===== src/rtl/if_fetch_pkg.sv =====
// rtl/if_fetch_pkg.sv - shared types and constants for the instruction fetch stage
package if_fetch_pkg;

    localparam int INST_ADDR_W = 32;
    localparam int INST_W = 32;
    localparam logic [INST_W-1:0] ZERO_WORD = '0;
    localparam logic RST_ENABLE = 1'b1;
    localparam int FETCH_BUF_DEPTH = 4;
    localparam logic [INST_ADDR_W-1:0] PC_STEP = 32'd4;

    typedef logic [INST_ADDR_W-1:0] inst_addr_t;
    typedef logic [INST_W-1:0] inst_t;

    typedef struct packed {
        inst_addr_t pc;
        inst_t inst;
    } fetch_entry_t;

    function automatic inst_addr_t word_align(input inst_addr_t addr);
        return addr & ~inst_addr_t'(3);
    endfunction

    // Wraps from 32'hFFFFFFFC to 0 by plain modular addition.
    function automatic inst_addr_t next_pc(input inst_addr_t addr);
        return addr + PC_STEP;
    endfunction

endpackage


===== src/rtl/fetch_buf.sv =====
// rtl/fetch_buf.sv - circular fetch buffer with separate alloc, fill and pop pointers
module fetch_buf
    import if_fetch_pkg::*;
#(
    parameter int DEPTH = FETCH_BUF_DEPTH,
    parameter int CW = $clog2(DEPTH) + 1
) (
    input  logic         clk,
    input  logic         rst,
    input  logic         flush,
    input  logic         alloc_en,
    input  inst_addr_t   alloc_pc,
    input  logic         fill_en,
    input  inst_t        fill_inst,
    input  logic         pop_en,
    output logic         head_valid,
    output fetch_entry_t head,
    output logic [CW-1:0] count
);

    localparam int AW = $clog2(DEPTH);

    fetch_entry_t      ent_q [DEPTH];
    logic [DEPTH-1:0]  done_q;
    logic [AW-1:0]     alloc_ptr;
    logic [AW-1:0]     fill_ptr;
    logic [AW-1:0]     pop_ptr;
    logic [CW-1:0]     cnt;

    // fill_ptr always points at the oldest allocated entry still waiting for its word.
    always_ff @(posedge clk) begin
        if (rst == RST_ENABLE || flush) begin
            alloc_ptr <= '0;
            fill_ptr  <= '0;
            pop_ptr   <= '0;
            cnt       <= '0;
            done_q    <= '0;
        end else begin
            if (alloc_en) begin
                done_q[alloc_ptr] <= 1'b0;
                alloc_ptr         <= alloc_ptr + 1'b1;
            end
            if (fill_en) begin
                done_q[fill_ptr] <= 1'b1;
                fill_ptr         <= fill_ptr + 1'b1;
            end
            if (pop_en) begin
                pop_ptr <= pop_ptr + 1'b1;
            end
            cnt <= cnt + CW'(alloc_en) - CW'(pop_en);
        end
    end

    // Payload needs no reset; validity comes only from cnt and done_q.
    always_ff @(posedge clk) begin
        if (alloc_en) begin
            ent_q[alloc_ptr].pc <= alloc_pc;
        end
        if (fill_en) begin
            ent_q[fill_ptr].inst <= fill_inst;
        end
    end

    assign head_valid = (cnt != '0) && done_q[pop_ptr];
    assign head       = ent_q[pop_ptr];
    assign count      = cnt;

endmodule


===== src/rtl/if_fetch.sv =====
// rtl/if_fetch.sv - instruction fetch stage: pc sequencing, credit and wrong-path drop
module if_fetch
    import if_fetch_pkg::*;
#(
    parameter int DEPTH = FETCH_BUF_DEPTH,
    parameter logic [INST_ADDR_W-1:0] RESET_PC = 32'h0000_0000
) (
    input  logic                   clk,
    input  logic                   rst,
    input  logic                   stall_i,
    input  logic                   branch_flag_i,
    input  logic [INST_ADDR_W-1:0] branch_target_i,
    output logic                   imem_req_o,
    output logic [INST_ADDR_W-1:0] imem_addr_o,
    input  logic                   imem_gnt_i,
    input  logic                   imem_rvalid_i,
    input  logic [INST_W-1:0]      imem_rdata_i,
    output logic                   if_valid_o,
    output logic [INST_ADDR_W-1:0] if_pc_o,
    output logic [INST_W-1:0]      if_inst_o
);

    localparam int CW = $clog2(DEPTH) + 1;
    localparam logic [CW:0] CREDIT_MAX = (CW + 1)'(DEPTH);

    inst_addr_t    pc;
    logic [CW-1:0] live_cnt;
    logic [CW-1:0] drop_cnt;
    logic [CW-1:0] buf_count;
    logic [CW:0]   credit_sum;
    logic          issue;
    logic          resp_drop;
    logic          resp_fill;
    logic          resp_stray;
    logic          pop;
    logic          head_valid;
    fetch_entry_t  head;

    // Entries already allocated plus wrong-path words still owed bound the request window.
    assign credit_sum = {1'b0, buf_count} + {1'b0, drop_cnt};
    assign imem_req_o = (rst != RST_ENABLE) && (credit_sum < CREDIT_MAX);
    assign imem_addr_o = pc;
    assign issue = imem_req_o && imem_gnt_i;

    assign resp_drop  = imem_rvalid_i && (drop_cnt != '0);
    assign resp_fill  = imem_rvalid_i && (drop_cnt == '0) && (live_cnt != '0);
    assign resp_stray = imem_rvalid_i && (drop_cnt == '0) && (live_cnt == '0);

    assign pop = head_valid && !stall_i && !branch_flag_i;

    always_ff @(posedge clk) begin
        if (rst == RST_ENABLE) begin
            pc       <= RESET_PC;
            live_cnt <= '0;
            drop_cnt <= '0;
        end else if (branch_flag_i) begin
            // Everything still owed by memory, including this cycle's grant, turns into drops.
            pc       <= word_align(branch_target_i);
            live_cnt <= '0;
            drop_cnt <= drop_cnt + live_cnt + CW'(issue) - CW'(resp_drop || resp_fill);
        end else begin
            if (issue) begin
                pc <= next_pc(pc);
            end
            live_cnt <= live_cnt + CW'(issue) - CW'(resp_fill);
            drop_cnt <= drop_cnt - CW'(resp_drop);
        end
    end

    fetch_buf #(
        .DEPTH (DEPTH),
        .CW    (CW)
    ) u_fetch_buf (
        .clk        (clk),
        .rst        (rst),
        .flush      (branch_flag_i),
        .alloc_en   (issue && !branch_flag_i),
        .alloc_pc   (pc),
        .fill_en    (resp_fill && !branch_flag_i),
        .fill_inst  (imem_rdata_i),
        .pop_en     (pop),
        .head_valid (head_valid),
        .head       (head),
        .count      (buf_count)
    );

    assign if_valid_o = head_valid;
    assign if_pc_o    = head_valid ? head.pc : ZERO_WORD;
    assign if_inst_o  = head_valid ? head.inst : ZERO_WORD;

    a_no_stray_rvalid: assert property (@(posedge clk) disable iff (rst == RST_ENABLE) !resp_stray);

endmodule


===== config.mk =====
export PLATFORM = sky130hd
export DESIGN_NAME = if_fetch
export DESIGN_NICKNAME = d
export VERILOG_FILES = /design/src/rtl/if_fetch_pkg.sv /design/src/rtl/fetch_buf.sv /design/src/rtl/if_fetch.sv
export SDC_FILE = /design/constraint.sdc
export NUM_CORES = 1
export LEC_CHECK = 0
export ABC_CLOCK_PERIOD_IN_PS = 3270
export BUFFER_PORTS_ARGS = -buffer_cell sky130_fd_sc_hd__buf_2
export CAP_MARGIN = 40
export CORE_MARGIN = 3
export CORE_UTILIZATION = 57
export DETAILED_ROUTE_END_ITERATION = 7
export GPL_TIMING_DRIVEN = 0
export MAX_ROUTING_LAYER = met4
export PLACE_DENSITY = 0.76
export SYNTH_ARGS = -nofsm -noshare
export SYNTH_HDL_FRONTEND = slang
export SYNTH_SLANG_ARGS = --single-unit

===== constraint.sdc =====
create_clock -name clk -period 3.27 [get_ports clk]
set_clock_uncertainty 0.2 [all_clocks]
set_input_delay 0.327 -clock clk [delete_from_list [all_inputs] [get_ports clk]]
set_output_delay 0.327 -clock clk [all_outputs]
set_load 0.01 [all_outputs]

-- Word level (Yosys, flattened, before mapping)
Memory sizes are Yosys's and may differ from the RTL's. A register that Yosys moved wholly into a read port is not among the register bits.
Index checks and enable logic that the tools add are counted.
- logic and storage cells: 75
- memory bits (writable): 256
- memories kept: 1
- register bits after elaboration: 51
- $add $sub $neg: 13
- reductions and logical operators: 22
- bitwise logic cells: 4
- muxes and demuxes: 20
- magnitude comparators: 6
- memories (memory ; words ; bits a word ; read ports ; clocked after Yosys merged registers in ; wr ports ; RTL line ; source):
    u_fetch_buf.ent_q ; 4 ; 64 ; 1 ; 1 ; 2 ; fetch_buf.sv:23 ; fetch_entry_t ent_q [DEPTH];
- operator list (cell ; number):
    32-bit two-way mux ; 4
    32-bit by 3-bit adder with 32-bit output, second input constant ; 1
    1-bit logical AND ; 12
    4-bit two-way mux ; 3
    3-bit by 1-bit subtractor with 3-bit output ; 4
    3-bit by 1-bit adder with 3-bit output ; 3
    2-bit by 3-bit less-than comparator with 1-bit output, second input constant ; 3
    3-bit nonzero test ; 3
    1-bit two-way mux ; 7
    2-bit by 1-bit adder with 2-bit output, second input constant ; 3
    3-bit by 3-bit adder with 4-bit output ; 1
    4-bit bitwise AND ; 1
    1-bit demux with 2-bit select ; 2
    2-bit by 1-bit greater-or-equal comparator with 1-bit output, second input constant ; 2
    4-bit by 3-bit less-than comparator with 1-bit output, second input constant ; 1
    2-bit two-way mux ; 2
    4-bit NOT ; 1
    4-bit bitwise OR ; 1
    3-bit adder ; 1
    3-bit zero test ; 1
    3-bit two-way mux ; 1
    1-bit binary-select mux with 2-bit select ; 1
    1-bit zero test ; 2
    1-bit logical OR ; 2
    3 further kinds ; 3

-- Longest topological paths before layout
- depth in word-level cells: 10
- depth in mapped cells: 13
- mapped depth without buffers: 13

-- Cells and area by module
From an unflattened synthesis, not the netlist that was laid out.
- cell total of the unflattened synthesis: 745
- area, all modules: 12777.3 um^2
- modules (own cells, without submodules) (module ; cells each ; area each (um^2) ; times used):
    fetch_buf ; 409 ; 10084.7 ; 1
    if_fetch ; 336 ; 2692.6 ; 1

-- Least setup slack after synthesis
Ideal clock, no wire load.
- kind: register to register
- start: register live_cnt[1]
- end: register drop_cnt[2]
- setup time: 0.128 ns
- data arrival time: 2.578 ns
- cell stages (with the launch flop): 13
- clock period less this slack: 2.906 ns
- path buffers: 0
- data required time: 2.942 ns
- path slack: 0.364 ns
- cells stage by stage: dfxtp_1 > o311ai_1 > inv_1 > or2_1 > ha_1 > fa_1 > inv_1 > fa_1 > xnor2_1 > xnor2_1 > mux2i_1 > xor2_1 > nor2_1
- cells in the longest elaborated chain, start to end: 5
- elaborated cells between the ends (all ways): 7
- those cells by class: 3 x add/sub; 1 x mux; 3 x reduce/logical
- ends and longest elaborated chain (item ; RTL line ; source):
    start, declared ; if_fetch.sv:27 ; logic [CW-1:0] live_cnt;
    start signal, assigned ; if_fetch.sv:65 ; live_cnt <= live_cnt + CW'(issue) - CW'(resp_fill);
    branches (longest 3 deep; another with 3-bit adder) ; n/a ;
    3-bit by 1-bit subtractor with 3-bit output * ; if_fetch.sv:60 ; drop_cnt <= drop_cnt + live_cnt + CW'(issue) - CW'(resp_drop || resp_fill);
    3-bit two-way mux * ; if_fetch.sv:56 ; end else if (branch_flag_i) begin
    end signal, assigned ; if_fetch.sv:60 ;
    end signal, assigned ; if_fetch.sv:66 ; drop_cnt <= drop_cnt - CW'(resp_drop);
    end, declared ; if_fetch.sv:28 ; logic [CW-1:0] drop_cnt;
Mark *: on every way between the ends.
A chain may end at the register's enable or synchronous reset.

==> impl_metrics.csv <==
group,metric,value,unit
clocking,cts_tree,"yes",
sta,rsz0062_at_grt,"false",
drt,vias,7312,
cells_and_area,final_core_util,0.7182,
pwr,ir_drop,0.0004199,V
yosys,synthTopCellsByCount,"248 x edfxtp_1, 64 x nor2b_1, 63 x mux4_2",
yosys,avgSynthCellArea,16.75,um2
sta,max_freq,321.3,MHz
floorplanning,die_area,0.02331,mm2
floorplanning,die_h,152.7,um
critical_path,critical_path_class,"reg2out",
cells_and_area,syn_to_final_growth,23.53,%
pwr,pwr-share-clk,0.414,
clocking,cts_num_sinks,299,
clocking,cts-root-buf,"clkbuf_16",
clocking,htreeDepth,1,
placed_design,port_buffers,159,
cells_and_area,drive_gt1_frac,0.2975,
clocking,clkSlewWorstSetupHoldPaths,60,ps
cells_and_area,fin_cells,1291,
critical_path,crit_family,"buffers and inverters",
pwr,switching_share,0.2045,
sta,slew_headroom,0.3979,
sta,maxSlewViolCount,0,
drt,antenna_left,0,
grt,antenna_found_initial,1,
grt,grt_pass1_vias,7456,
drt,drt_iter0_drc,478,
pwr,power_leakage,5.405,nW
critical_path,cpMaxStageDelayCell,"mux4_2",
critical_path,crit_buf_inv,3,
yosys,yosys.area.top_type,"edfxtp_1",
drt,drcViolationCount,0,
placed_design,dp.cells,1174,
clocking,clkLatencyLatePin,530,ps
drt,wl_per_cell,21.06,um
critical_path,crit_path_start_kind,"register",
sta,setup_tns,0,ps
critical_path,crit_path_end_kind,"output pin",
drt,wirelength,27.19,mm
yosys,ys_types,41,
cells_and_area,nets,1086,
critical_path,slowest_delay,600,ps
grt,grt_max_degree,33,
sta,final-setup-viol-count,0,
yosys,yosysWarnings,0,
pwr,p_comb_frac,0.065,
critical_path,worstPathCellList,"clkbuf_1 -> buf_2 -> mux4_2 -> nor2b_1 -> buf_2",
yosys,netlist_area,0.01226,mm2
sta,fin_ws,157.4,ps
placed_design,dp_slack,31.50,ps
sta,post-route-min-period,3113,ps
yosys,ys_ff_latch,299,
yosys,synthTopCellsByArea,"edfxtp_1 61%, mux4_2 12%, dfxtp_1 8.3%",
cells_and_area,fill_cells,1330,
yosys,synth.most_common_cell,"edfxtp_1",
clocking,cts_buffer_depth,3,
yosys,synthFlopType,"edfxtp_1",
floorplanning,io_pins,168,
yosys,synth-edff-count,248,
hold_path,min_path_type,"in2reg",
grt,overflow,0,
floorplanning,coreArea,0.02109,mm2
placed_design,hpwl,16.61,mm
placed_design,gp_congestion,0.8102,
cells_and_area,final_area,0.01515,mm2
yosys,syn_inst,732,
yosys,ys_seq_area_frac,0.6907,
yosys,synthArstFlopShare,0,
critical_path,critPathMostFrequentCell,"buf_2",
pwr,power.density,543.7,mW/mm2
critical_path,cp_max_fo,10,
grt,grt_pass1_wl,42.39,mm
sta,finalHoldViolCount,0,
floorplanning,row_count,53,
clocking,numCtsBuffers,29,
pwr,switchingPower,1.684,mW
run,cap_violations,0,
critical_path,cp.required,2740,ps
floorplanning,initial_core_util,0.5814,
pwr,sequentialPowerShare,0.521,
grt,grt_util_all_layers,0.2387,
floorplanning,chipWidth,152.7,um
drt,vias_per_cell,5.664,
critical_path,cp.arrival,2590,ps
sta,period_share,0.9519,
placed_design,postPlaceCellArea,0.01351,mm2
pwr,p_int,6.551,mW
drt,drt_pass1_iterations,5,
status,status,"complete, no violations",
sta,worst_pin_slew,896.2,ps
yosys,yosysTopAreaCellShare,0.6074,
## cell families after synthesis
logic type,count (synthesis),share of synthesized area
AND/OR/NAND/NOR,197,0.08766
XOR/XNOR,39,0.02786
adder cells (fa/ha/maj),23,0.02592
flip-flops,299,0.6907
other,1,0.0003059
multiplexers,66,0.1183
AO/OA/AOI/OAI,42,0.02582
buffers and inverters,65,0.02347
## sequential cells by signal, indices dropped and copies added, names as in the netlist, named ones only
signal,flops
drop_cnt,3
u_fetch_buf.done_q,4
u_fetch_buf.alloc_ptr,2
u_fetch_buf.fill_ptr,2
u_fetch_buf.pop_ptr,2
u_fetch_buf.ent_q,248
live_cnt,3
u_fetch_buf.count,3
imem_addr_o,30
## path summary, 6_finish.rpt
check	from	end	slack, ps	depth (start not counted)
setup / recovery	register	if_pc_o[21]	160	5
setup reg to reg	u_fetch_buf.count[2]	imem_addr_o[17]	160	8
hold reg to reg	u_fetch_buf.fill_ptr[1]	u_fetch_buf.fill_ptr[1]	300	2
hold / removal	imem_rvalid_i	u_fetch_buf.fill_ptr[0]	9	4
## worst reg2reg max path, delay by kind of cell (launching register included)
family | cells | cell delay, ps
and+or+nand+nor | 3 | 1080
xor gates and xnor gates | 1 | 190
DFF | 1 | 350
buffers and inverters | 2 | 780
AOI/OAI and AO/OA | 1 | 220
adders and majority gates | 1 | 220
## metal layers
metal,track usage,share of wire
met5,-,0
met3,0.04260,0.078
met2,0.3760,0.49
met1,0.3261,0.40
met4,0.07000,0.027
## final cells by class
class | count | area (um2) | share of cell area
diodes | 1 | 2.502 | 0.0001652
plain buffers | 39 | 196.4 | 0.01297
clock buffers | 39 | 793.3 | 0.05237
clock inverters | 14 | 186.4 | 0.01231
inverters | 26 | 97.59 | 0.006444
multi-input cells | 371 | 3545 | 0.2340
flip-flops and latches | 299 | 8468 | 0.5591
well taps | 275 | 344.1 | 0.02272
repair buffers | 227 | 1513 | 0.09988
## per-stage QoR
stage	total power [mW]	hold WS, ps
final	8.235	8.567
after global routing	8.501	51.83
after CTS	8.262	56.03
after detailed placement	4.833	292.2
after global placement	4.816	288.9
after floorplan	4.648	225.9
## layout by cell type, fill, tap and decap left out, types with 4 or more instances in the layout
cell / netlist / layout
bufinv_16: 0 / 5
a211oi_1: 21 / 21
mux4_2: 63 / 63
a211oi_2: 4 / 4
a22oi_1: 4 / 4
nor2b_1: 64 / 64
xor2_1: 24 / 24
xnor2_1: 15 / 15
conb_1: 1 / 4
clkbuf_16: 0 / 29
nor2_1: 47 / 47
ha_1: 19 / 19
clkinv_1: 1 / 8
edfxtp_1: 248 / 248
nand4_1: 14 / 14
nand2_1: 22 / 22
nand3_1: 20 / 19
inv_2: 0 / 4
buf_4: 4 / 5
clkbuf_1: 25 / 29
and3_1: 4 / 4
inv_1: 25 / 21
fa_1: 4 / 4
and2_2: 0 / 4
buf_2: 5 / 163
nor3_1: 5 / 5
a21oi_1: 8 / 8
dfxtp_1: 51 / 51
and2_1: 9 / 5
buf_6: 3 / 4
dlygate4sd3_1: 0 / 63
## power by group through the flow
stage / logic, mW / registers, mW / clock network (mW)
4_1_cts: 0.526 / 4.29 / 3.44
5_1_grt: 0.593 / 4.30 / 3.60
3_5_place_dp: 0.459 / 4.37 / 0
3_3_place_gp: 0.446 / 4.37 / 0
2_1_floorplan: 0.290 / 4.36 / 0
6_report: 0.532 / 4.29 / 3.41
## timing repair
item	in CTS	in global routing
endpoints found under the hold margin	158	0
gates resized for setup	1	9
hold buffers	63	0
pin swaps	0	1
setup endpoints to repair	1	28
buffers inserted	0	0
Power figures use the tool's default switching activity.
